## config.mk

```make
export PLATFORM = sky130hd
export DESIGN_NAME = reg_file_sb
export DESIGN_NICKNAME = d
export VERILOG_FILES = /design/src/rtl/rf_pkg.sv /design/src/rtl/rf_scoreboard.sv /design/src/rtl/reg_file_sb.sv
export SDC_FILE = /design/constraint.sdc
export NUM_CORES = 2
export LEC_CHECK = 0
export BUFFER_PORTS_ARGS = -buffer_cell sky130_fd_sc_hd__clkbuf_2
export CORE_AREA = 3 3 399 401
export CTS_BUF_LIST = sky130_fd_sc_hd__clkbuf_4 sky130_fd_sc_hd__clkbuf_8
export DETAILED_ROUTE_END_ITERATION = 8
export DIE_AREA = 0 0 402 404
export PLACE_DENSITY_LB_ADDON = 0.1
export SLEW_MARGIN = 10
export SYNTH_ARGS = -nofsm -noshare
export SYNTH_HDL_FRONTEND = slang
export SYNTH_SLANG_ARGS = --single-unit
```

## constraint.sdc

```tcl
create_clock -name clk -period 2.4 [get_ports clk]
set_input_delay 0.48 -clock clk [delete_from_list [all_inputs] [get_ports clk]]
set_output_delay 0.48 -clock clk [all_outputs]
set_load 0.05 [all_outputs]
```

## src/rtl/rf_pkg.sv

```systemverilog
// rf_pkg: shared widths, reserved register indices and word/index types for the
// scoreboarded integer register file.
package rf_pkg;
    localparam int XLEN = 32;
    localparam int NREGS = 32;
    localparam int AW = $clog2(NREGS);
    localparam int REG_ZERO = 0;
    localparam int REG_SP = 2;
    localparam logic [31:0] SP_RESET_VAL = 32'h00000200;
    typedef logic [AW-1:0] reg_idx_t;
    typedef logic [XLEN-1:0] xword_t;
endpackage

```

## src/rtl/rf_scoreboard.sv

```systemverilog
// rf_scoreboard: per-register busy bits (set beats clear) and per-port busy lookup.
// With RF_BYPASS_EN defined, a same-cycle clearing write hides the busy bit from readers.
module rf_scoreboard import rf_pkg::*; #(
    parameter int NREGS = rf_pkg::NREGS,
    parameter int NRD = 2,
    localparam int AW = $clog2(NREGS)
) (
    input  logic              clk,
    input  logic              rst,
    input  logic [NRD*AW-1:0] rs,
    input  logic              wen0,
    input  logic [AW-1:0]     wa0,
    input  logic              wen1,
    input  logic [AW-1:0]     wa1,
    input  logic              rsv_en,
    input  logic [AW-1:0]     rsv_rd,
    output logic [NREGS-1:0]  busy_vec,
    output logic [NRD-1:0]    rbusy
);
    logic [NREGS-1:0] busy_d, busy_q;

    // Reservation is applied last so a new producer outlives a retiring one.
    always_comb begin
        busy_d = busy_q;
        if (wen0) busy_d[wa0] = 1'b0;
        if (wen1) busy_d[wa1] = 1'b0;
        if (rsv_en) busy_d[rsv_rd] = 1'b1;
        busy_d[REG_ZERO] = 1'b0;
    end

    always_ff @(posedge clk) begin
        if (rst) busy_q <= '0;
        else busy_q <= busy_d;
    end

    assign busy_vec = busy_q;

    for (genvar k = 0; k < NRD; k++) begin : g_rbusy
        logic [AW-1:0] idx;
        assign idx = rs[k*AW +: AW];
`ifdef RF_BYPASS_EN
        logic fwd_clr;
        assign fwd_clr = (idx != '0) && ((wen1 && wa1 == idx) || (wen0 && wa0 == idx))
                         && !(rsv_en && rsv_rd == idx);
        assign rbusy[k] = busy_q[idx] && !fwd_clr;
`else
        assign rbusy[k] = busy_q[idx];
`endif
    end
endmodule

```

## src/rtl/reg_file_sb.sv

```systemverilog
// reg_file_sb: NRD-read, two-write register file with busy scoreboard.
// Define RF_BYPASS_EN for same-cycle write-to-read forwarding.
module reg_file_sb import rf_pkg::*; #(
    parameter int XLEN = rf_pkg::XLEN,
    parameter int NREGS = rf_pkg::NREGS,
    parameter int NRD = 2,
    parameter int SP_IDX = REG_SP,
    parameter logic [XLEN-1:0] SP_RESET = XLEN'(SP_RESET_VAL),
    localparam int AW = $clog2(NREGS)
) (
    input  logic                clk,
    input  logic                rst,
    input  logic [NRD*AW-1:0]   rs,
    output logic [NRD*XLEN-1:0] rdata,
    output logic [NRD-1:0]      rbusy,
    input  logic                wen0,
    input  logic [AW-1:0]       wa0,
    input  logic [XLEN-1:0]     wd0,
    input  logic                wen1,
    input  logic [AW-1:0]       wa1,
    input  logic [XLEN-1:0]     wd1,
    input  logic                rsv_en,
    input  logic [AW-1:0]       rsv_rd,
    output logic [NREGS-1:0]    busy_vec
);
    logic [XLEN-1:0] regs_d [NREGS];
    logic [XLEN-1:0] regs_q [NREGS];

    // Port 1 is applied after port 0 so it wins a same-index collision.
    always_comb begin
        regs_d = regs_q;
        if (wen0) regs_d[wa0] = wd0;
        if (wen1) regs_d[wa1] = wd1;
        regs_d[REG_ZERO] = '0;
    end

    always_ff @(posedge clk) begin
        if (rst) begin
            for (int i = 0; i < NREGS; i++) regs_q[i] <= (i == SP_IDX) ? SP_RESET : '0;
        end else begin
            regs_q <= regs_d;
        end
    end

    for (genvar k = 0; k < NRD; k++) begin : g_rd
        logic [AW-1:0] idx;
        assign idx = rs[k*AW +: AW];
`ifdef RF_BYPASS_EN
        assign rdata[k*XLEN +: XLEN] = (idx == '0) ? '0 :
                                       (wen1 && wa1 == idx) ? wd1 :
                                       (wen0 && wa0 == idx) ? wd0 : regs_q[idx];
`else
        assign rdata[k*XLEN +: XLEN] = regs_q[idx];
`endif
    end

    rf_scoreboard #(.NREGS(NREGS), .NRD(NRD)) u_sb (
        .clk(clk),
        .rst(rst),
        .rs(rs),
        .wen0(wen0),
        .wa0(wa0),
        .wen1(wen1),
        .wa1(wa1),
        .rsv_en(rsv_en),
        .rsv_rd(rsv_rd),
        .busy_vec(busy_vec),
        .rbusy(rbusy)
    );
endmodule

```

# == Word level (Yosys, flattened, before mapping) ==
# Index checks and enable logic that the tools add are counted.
# totals
reg_bits,1056
output_inout_bits,98
word_cells,89
# classes
n_lt_le_gt_ge,14
mux,27
n_bitwise,9
reduce_logical,5
# op_table
cell,n
bitwise mux 1024 bit,2
two-way mux 1024 bit,1
two-way mux 992 bit,1
binary-select mux 32 bit (select 5 bit),2
demux 32 bit (select 5 bit),2
two-way mux 32 bit,9
AND 32 bit,2
inverter 32 bit,2
bitwise OR 32 bit,1
"less-than comparator 5 x 6 -> 1 bit, second input constant",5
"greater-or-equal comparator 6 bit, second input constant",4
inverter 5 -> 6 bit,4
demux 1 bit (select 5 bit),3
"greater-or-equal comparator 5 x 1 -> 1 bit, second input constant",3
"less-than comparator 6 x 1 -> 1 bit, second input constant",2
binary-select mux 1 bit (select 5 bit),2
logical AND 1 bit,5
two-way mux 1 bit,5

# == Longest topological paths before layout ==
# logic_depth
ltp_word,11
depth_mapped,8

# == Cells and area by module ==
# Synthesis repeated with hierarchy kept, for this count alone.
# hier_totals
cells_unflattened,7180
area_unflattened_um2,63058.0
# modules_own_cells
module,n_inst,cells_each,area_each_um2
reg_file_sb,1,6933,60892.2
rf_scoreboard,1,247,2165.8

# == Worst setup path after synthesis ==
# OpenSTA, ideal clock, no wires.
# synth_timing
kind,in2out
from,input rs[2]
to,output rdata[10]
arrival_time_ns,2.710
t_required_ns,1.920
slack_ns,-0.790
stages,7
path_buffers,4
cell_sequence,buf_2 > buf_2 > buf_2 > inv_1 > clkbuf_1 > a211oi_1 > o31ai_1
# synth_between
elab_chain_cells,4
# synth_rtl
element,line_no,source
from (decl),reg_file_sb.sv:13,"input logic [NRD*AW-1:0] rs,"
inverter 5 -> 6 bit (implied by the code),reg_file_sb.sv:53,assign rdata[k*XLEN +: XLEN] = regs_q[idx];
binary-select mux 32 bit (select 5 bit),reg_file_sb.sv:53,
two-way mux 32 bit (implied by the code) (2 in series),reg_file_sb.sv:53,
to (decl),reg_file_sb.sv:14,"output logic [NRD*XLEN-1:0] rdata,"
# Every way passes these cells. The select of a mux whose other input is x is not followed.

# == Final worst setup path ==
# layout_timing
from,register regs_q[974] in the netlist's numbering
to,output rdata[46]
# layout_between
elab_chain_cells,3
# layout_rtl
element,line_no,source
from (decl),reg_file_sb.sv:27,logic [XLEN-1:0] regs_q [NREGS];
from (signal assigned),reg_file_sb.sv:41,regs_q <= regs_d;
binary-select mux 32 bit (select 5 bit),reg_file_sb.sv:53,
two-way mux 32 bit (implied by the code) (2 in series),reg_file_sb.sv:53,
# Every way passes these cells. The select of a mux whose other input is x is not followed.

==> impl_results.rst <==
.. list-table::
   :header-rows: 1

   * - Metric
     - Value
   * - Status
     - finished with violations
   * - Violations in the final reports
     - setup timing
   * - Netlist cell types
     - 37
   * - Warnings from Yosys
     - 0
   * - GRT overflow
     - 0
   * - Gr usage total
     - 0.369
   * - Hold Fails Final Rpt
     - 0
   * - Worst hold path endpoint
     - regs_q[77]
   * - Synth Net Count
     - 6909
   * - Ratio of cells with drive above 1 in the final layout
     - 0.293
   * - Worst Path Class, Setup
     - reg2out
   * - Wire length per cell after detailed routing
     - roughly 34 um
   * - Capture instance of the worst register-to-register path
     - regs_q[63]
   * - Top cell type by total area after synthesis
     - dfxtp_1
   * - CTS root buf
     - clkbuf_8
   * - Ys async rst share
     - 0
   * - Total of max-cap violations
     - 0
   * - Post-Route Skew
     - 0 ps
   * - Dominant synthesized flop cell
     - dfxtp_1
   * - Kind of launch point of the worst setup path
     - register
   * - Required time of the critical path
     - 1920 ps
   * - Synth area leaders
     - dfxtp_1, mux4_2, mux2i_1
   * - Path type of the worst min-delay path
     - in2reg
   * - H-tree Lvls
     - 4
   * - Netlist area before placement
     - 0.0623 mm2
   * - Count of cells along the worst hold path
     - 2
   * - Register area share after synthesis
     - 0.329
   * - Die boundary width
     - 402 um
   * - First DRT Iteration DRCs
     - 7920
   * - First-pass DRT Iterations
     - 6
   * - Number of buffer cells added on primary ports
     - between 150 and 200
   * - Total negative setup slack
     - -41080 ps
   * - Height of the die
     - 404 um
   * - Maximum fanout encountered on the critical timing path
     - 3
   * - Flip-flop and latch count after synthesis
     - 1023
   * - CTS sink cnt
     - ~1000
   * - Die ar.
     - 0.162 mm2
   * - Detailed placement HPWL
     - 200000 um
   * - Worst reg-to-reg setup slack
     - 1450 ps
   * - Area share of the largest cell type after synthesis
     - 0.329
   * - CTS tree
     - built
   * - Kind of end point of the critical path
     - primary output
   * - Routability Congestion
     - 0.921
   * - Minimum clock period
     - 3240 ps
   * - Total non-filler cell area in the finished layout
     - 0.0769 mm2
   * - Reg2reg path depth
     - 4
   * - Period Utilization, post-route
     - 1.35
   * - Drt drc
     - 0
   * - RSZ-0062 raised after global routing
     - true
   * - Global-route wire length before repair
     - 439000 um
   * - Clock transition at the registers of the reported paths
     - roughly 60 ps
   * - Arrival time at the worst endpoint
     - 2760 ps
   * - Number of buffers on the longest clock path
     - 3
   * - Leakage dissipation
     - 0.0308 uW
   * - Setup ws final
     - -844 ps
   * - Power density normalized to cell area
     - 553 mW/mm2
   * - # nets final
     - approximately 7000
   * - Tightest Pin Transition
     - approximately 960 ps
   * - Maximum number of pins on one net before global-route repair
     - just over 90
   * - Crit path from
     - regs_q[974]
   * - Number of flops mapped to enable cells by yosys
     - 0
   * - Synthesized instance count
     - a little under 7000
   * - IO Pins
     - ~190
   * - Via count
     - just over 60000
   * - Layout Area Growth over Synthesis
     - 23.4%
   * - Effective utilization at floorplan
     - 0.399
   * - Core footprint
     - 0.156 mm2
   * - HP Start
     - rst
   * - Library cell with the highest instance count after synthesis
     - nor2_1
   * - Inserted Clock Buffers
     - 191
   * - Final number of setup-violating endpoints
     - 66
   * - Number of antenna violations at the first check in global routing
     - 15
   * - Peak ir drop on the vdd network
     - 0.000540 V
   * - Number of max-slew violations in the final report
     - 0
   * - Placement-stage worst setup slack
     - -715 ps
   * - Final total power
     - 42500 uW
   * - Number of inserted filler cells in the final layout
     - 14300
   * - Remaining antenna violation count
     - 0
   * - Cell area after placement
     - 0.0717 mm2
   * - Number of global-route vias before repair
     - 58900
   * - Latest clock arrival within the worst-skew pair
     - 940 ps
   * - Detail-routed via count per cell
     - between 6 and 7
   * - Fmax
     - 0.308 GHz
   * - Total wirelength of the detailed-routed design
     - 309000 um
   * - Worst slew margin
     - 0.357
   * - Leading post-synthesis cells by instance count
     - nor2_1, dfxtp_1, mux2i_1
   * - Synthesized area per cell
     - 9.14 um2
   * - Critical R2R Launch
     - regs_q[63]
   * - Placement row count
     - 145
[timing repair]
item | in CTS | in global routing
pin swaps | 152 | 45
setup buffers | 15 | 1
hold buffers | 1 | 0
hold endpoints to repair | 15 | 0
endpoints found under the setup margin | 66 | 66
resized for setup | 274 | 106
cloned | 0 | 1
[cells by family after synthesis]
family	after synthesis	synth area share
buffers and inverters	956	0.0669
and+or+nand+nor	2188	0.148
AOI/OAI and AO/OA	1487	0.190
other	1	0.0000602
DFF	1023	0.329
muxes	1160	0.267
[placed cells by master, fill, tap and decap left out, drive strengths merged, types with 3 or more instances in the layout]
| cell | instances |
|---|---|
| and3 | 4 |
| nand3 | 492 |
| o22ai | 66 |
| mux2i | 698 |
| buf | 738 |
| nor2 | 1029 |
| o21ai | 66 |
| nand2 | 554 |
| a32oi | 31 |
| clkinvlp | 4 |
| and2 | 70 |
| a211oi | 566 |
| inv | 10 |
| a311oi | 492 |
| nor4bb | 3 |
| nor2b | 8 |
| and4b | 3 |
| mux4 | 396 |
| mux2 | 66 |
| and3b | 8 |
| dfxtp | 1023 |
| clkbuf | 417 |
| diode | 15 |
| clkinv | 14 |
| o31ai | 66 |
| a22o | 198 |
| nor3b | 8 |
[critical path: stages (launching register included)]
cell and delay [ps]:
dfxtp_2 340, mux2_4 150, a22o_1 140, a211oi_1 80, buf_4 160, o31ai_4 700
buf_12 220
[through the flow]
step,instances,hold WS [ps],util
6_report,9118,75.9,0.493
5_1_grt,9109,62.8,0.493
4_1_cts,9101,19.3,0.491
3_5_place_dp,8769,483,0.460
3_3_place_gp,8769,478,0.460
2_1_floorplan,6815,464,-
[sequential cells by signal, indices dropped and copies added, names as in the netlist]
signal	flops
u_sb.busy_vec	31
regs_q	992
[metal layers]
| metal | global-route usage | share of wire | up-vias |
|---|---|---|---|
| li1 | - | - | 26000 |
| met4 | 0.208 | 0.061 | 4 |
| met5 | 0 | 0.00017 | - |
| met2 | 0.560 | 0.44 | 3865 |
| met3 | 0.0837 | 0.10 | 928 |
| met1 | 0.484 | 0.39 | 30800 |
[where the power goes]
part | internal, uW | leakage, uW | switching [uW]
combinational | 2310 | 0.0203 | 4050
sequential | 17300 | 0.00835 | 271
clock | 10200 | 0.00215 | 8390
total | 29800 | 0.0308 | 12700
[final cells by class]
cell class / count / area (um2) / share of cell area
Antenna cell: 15 / 37.5 / 0.000488
Clock buffer: 303 / 3780 / 0.0492
Clock inverter: 28 / 270 / 0.00352
Inverter: 2 / 7.51 / 0.0000976
Multi-Input combinational cell: 4836 / 39700 / 0.516
Sequential cell: 1023 / 20700 / 0.269
Tap cell: 2058 / 2570 / 0.0335
Timing Repair Buffer: 853 / 9840 / 0.128
[how the worst max path moves through the flow]
stage                           end  slack, ps
after floorplan           rdata[10]       -200
after global placement    rdata[48]       -740
after detailed placement  rdata[51]       -720
after CTS                 rdata[63]       -880
after global routing      rdata[63]       -900
final                     rdata[46]       -840
Power figures use the tool's default switching activity.
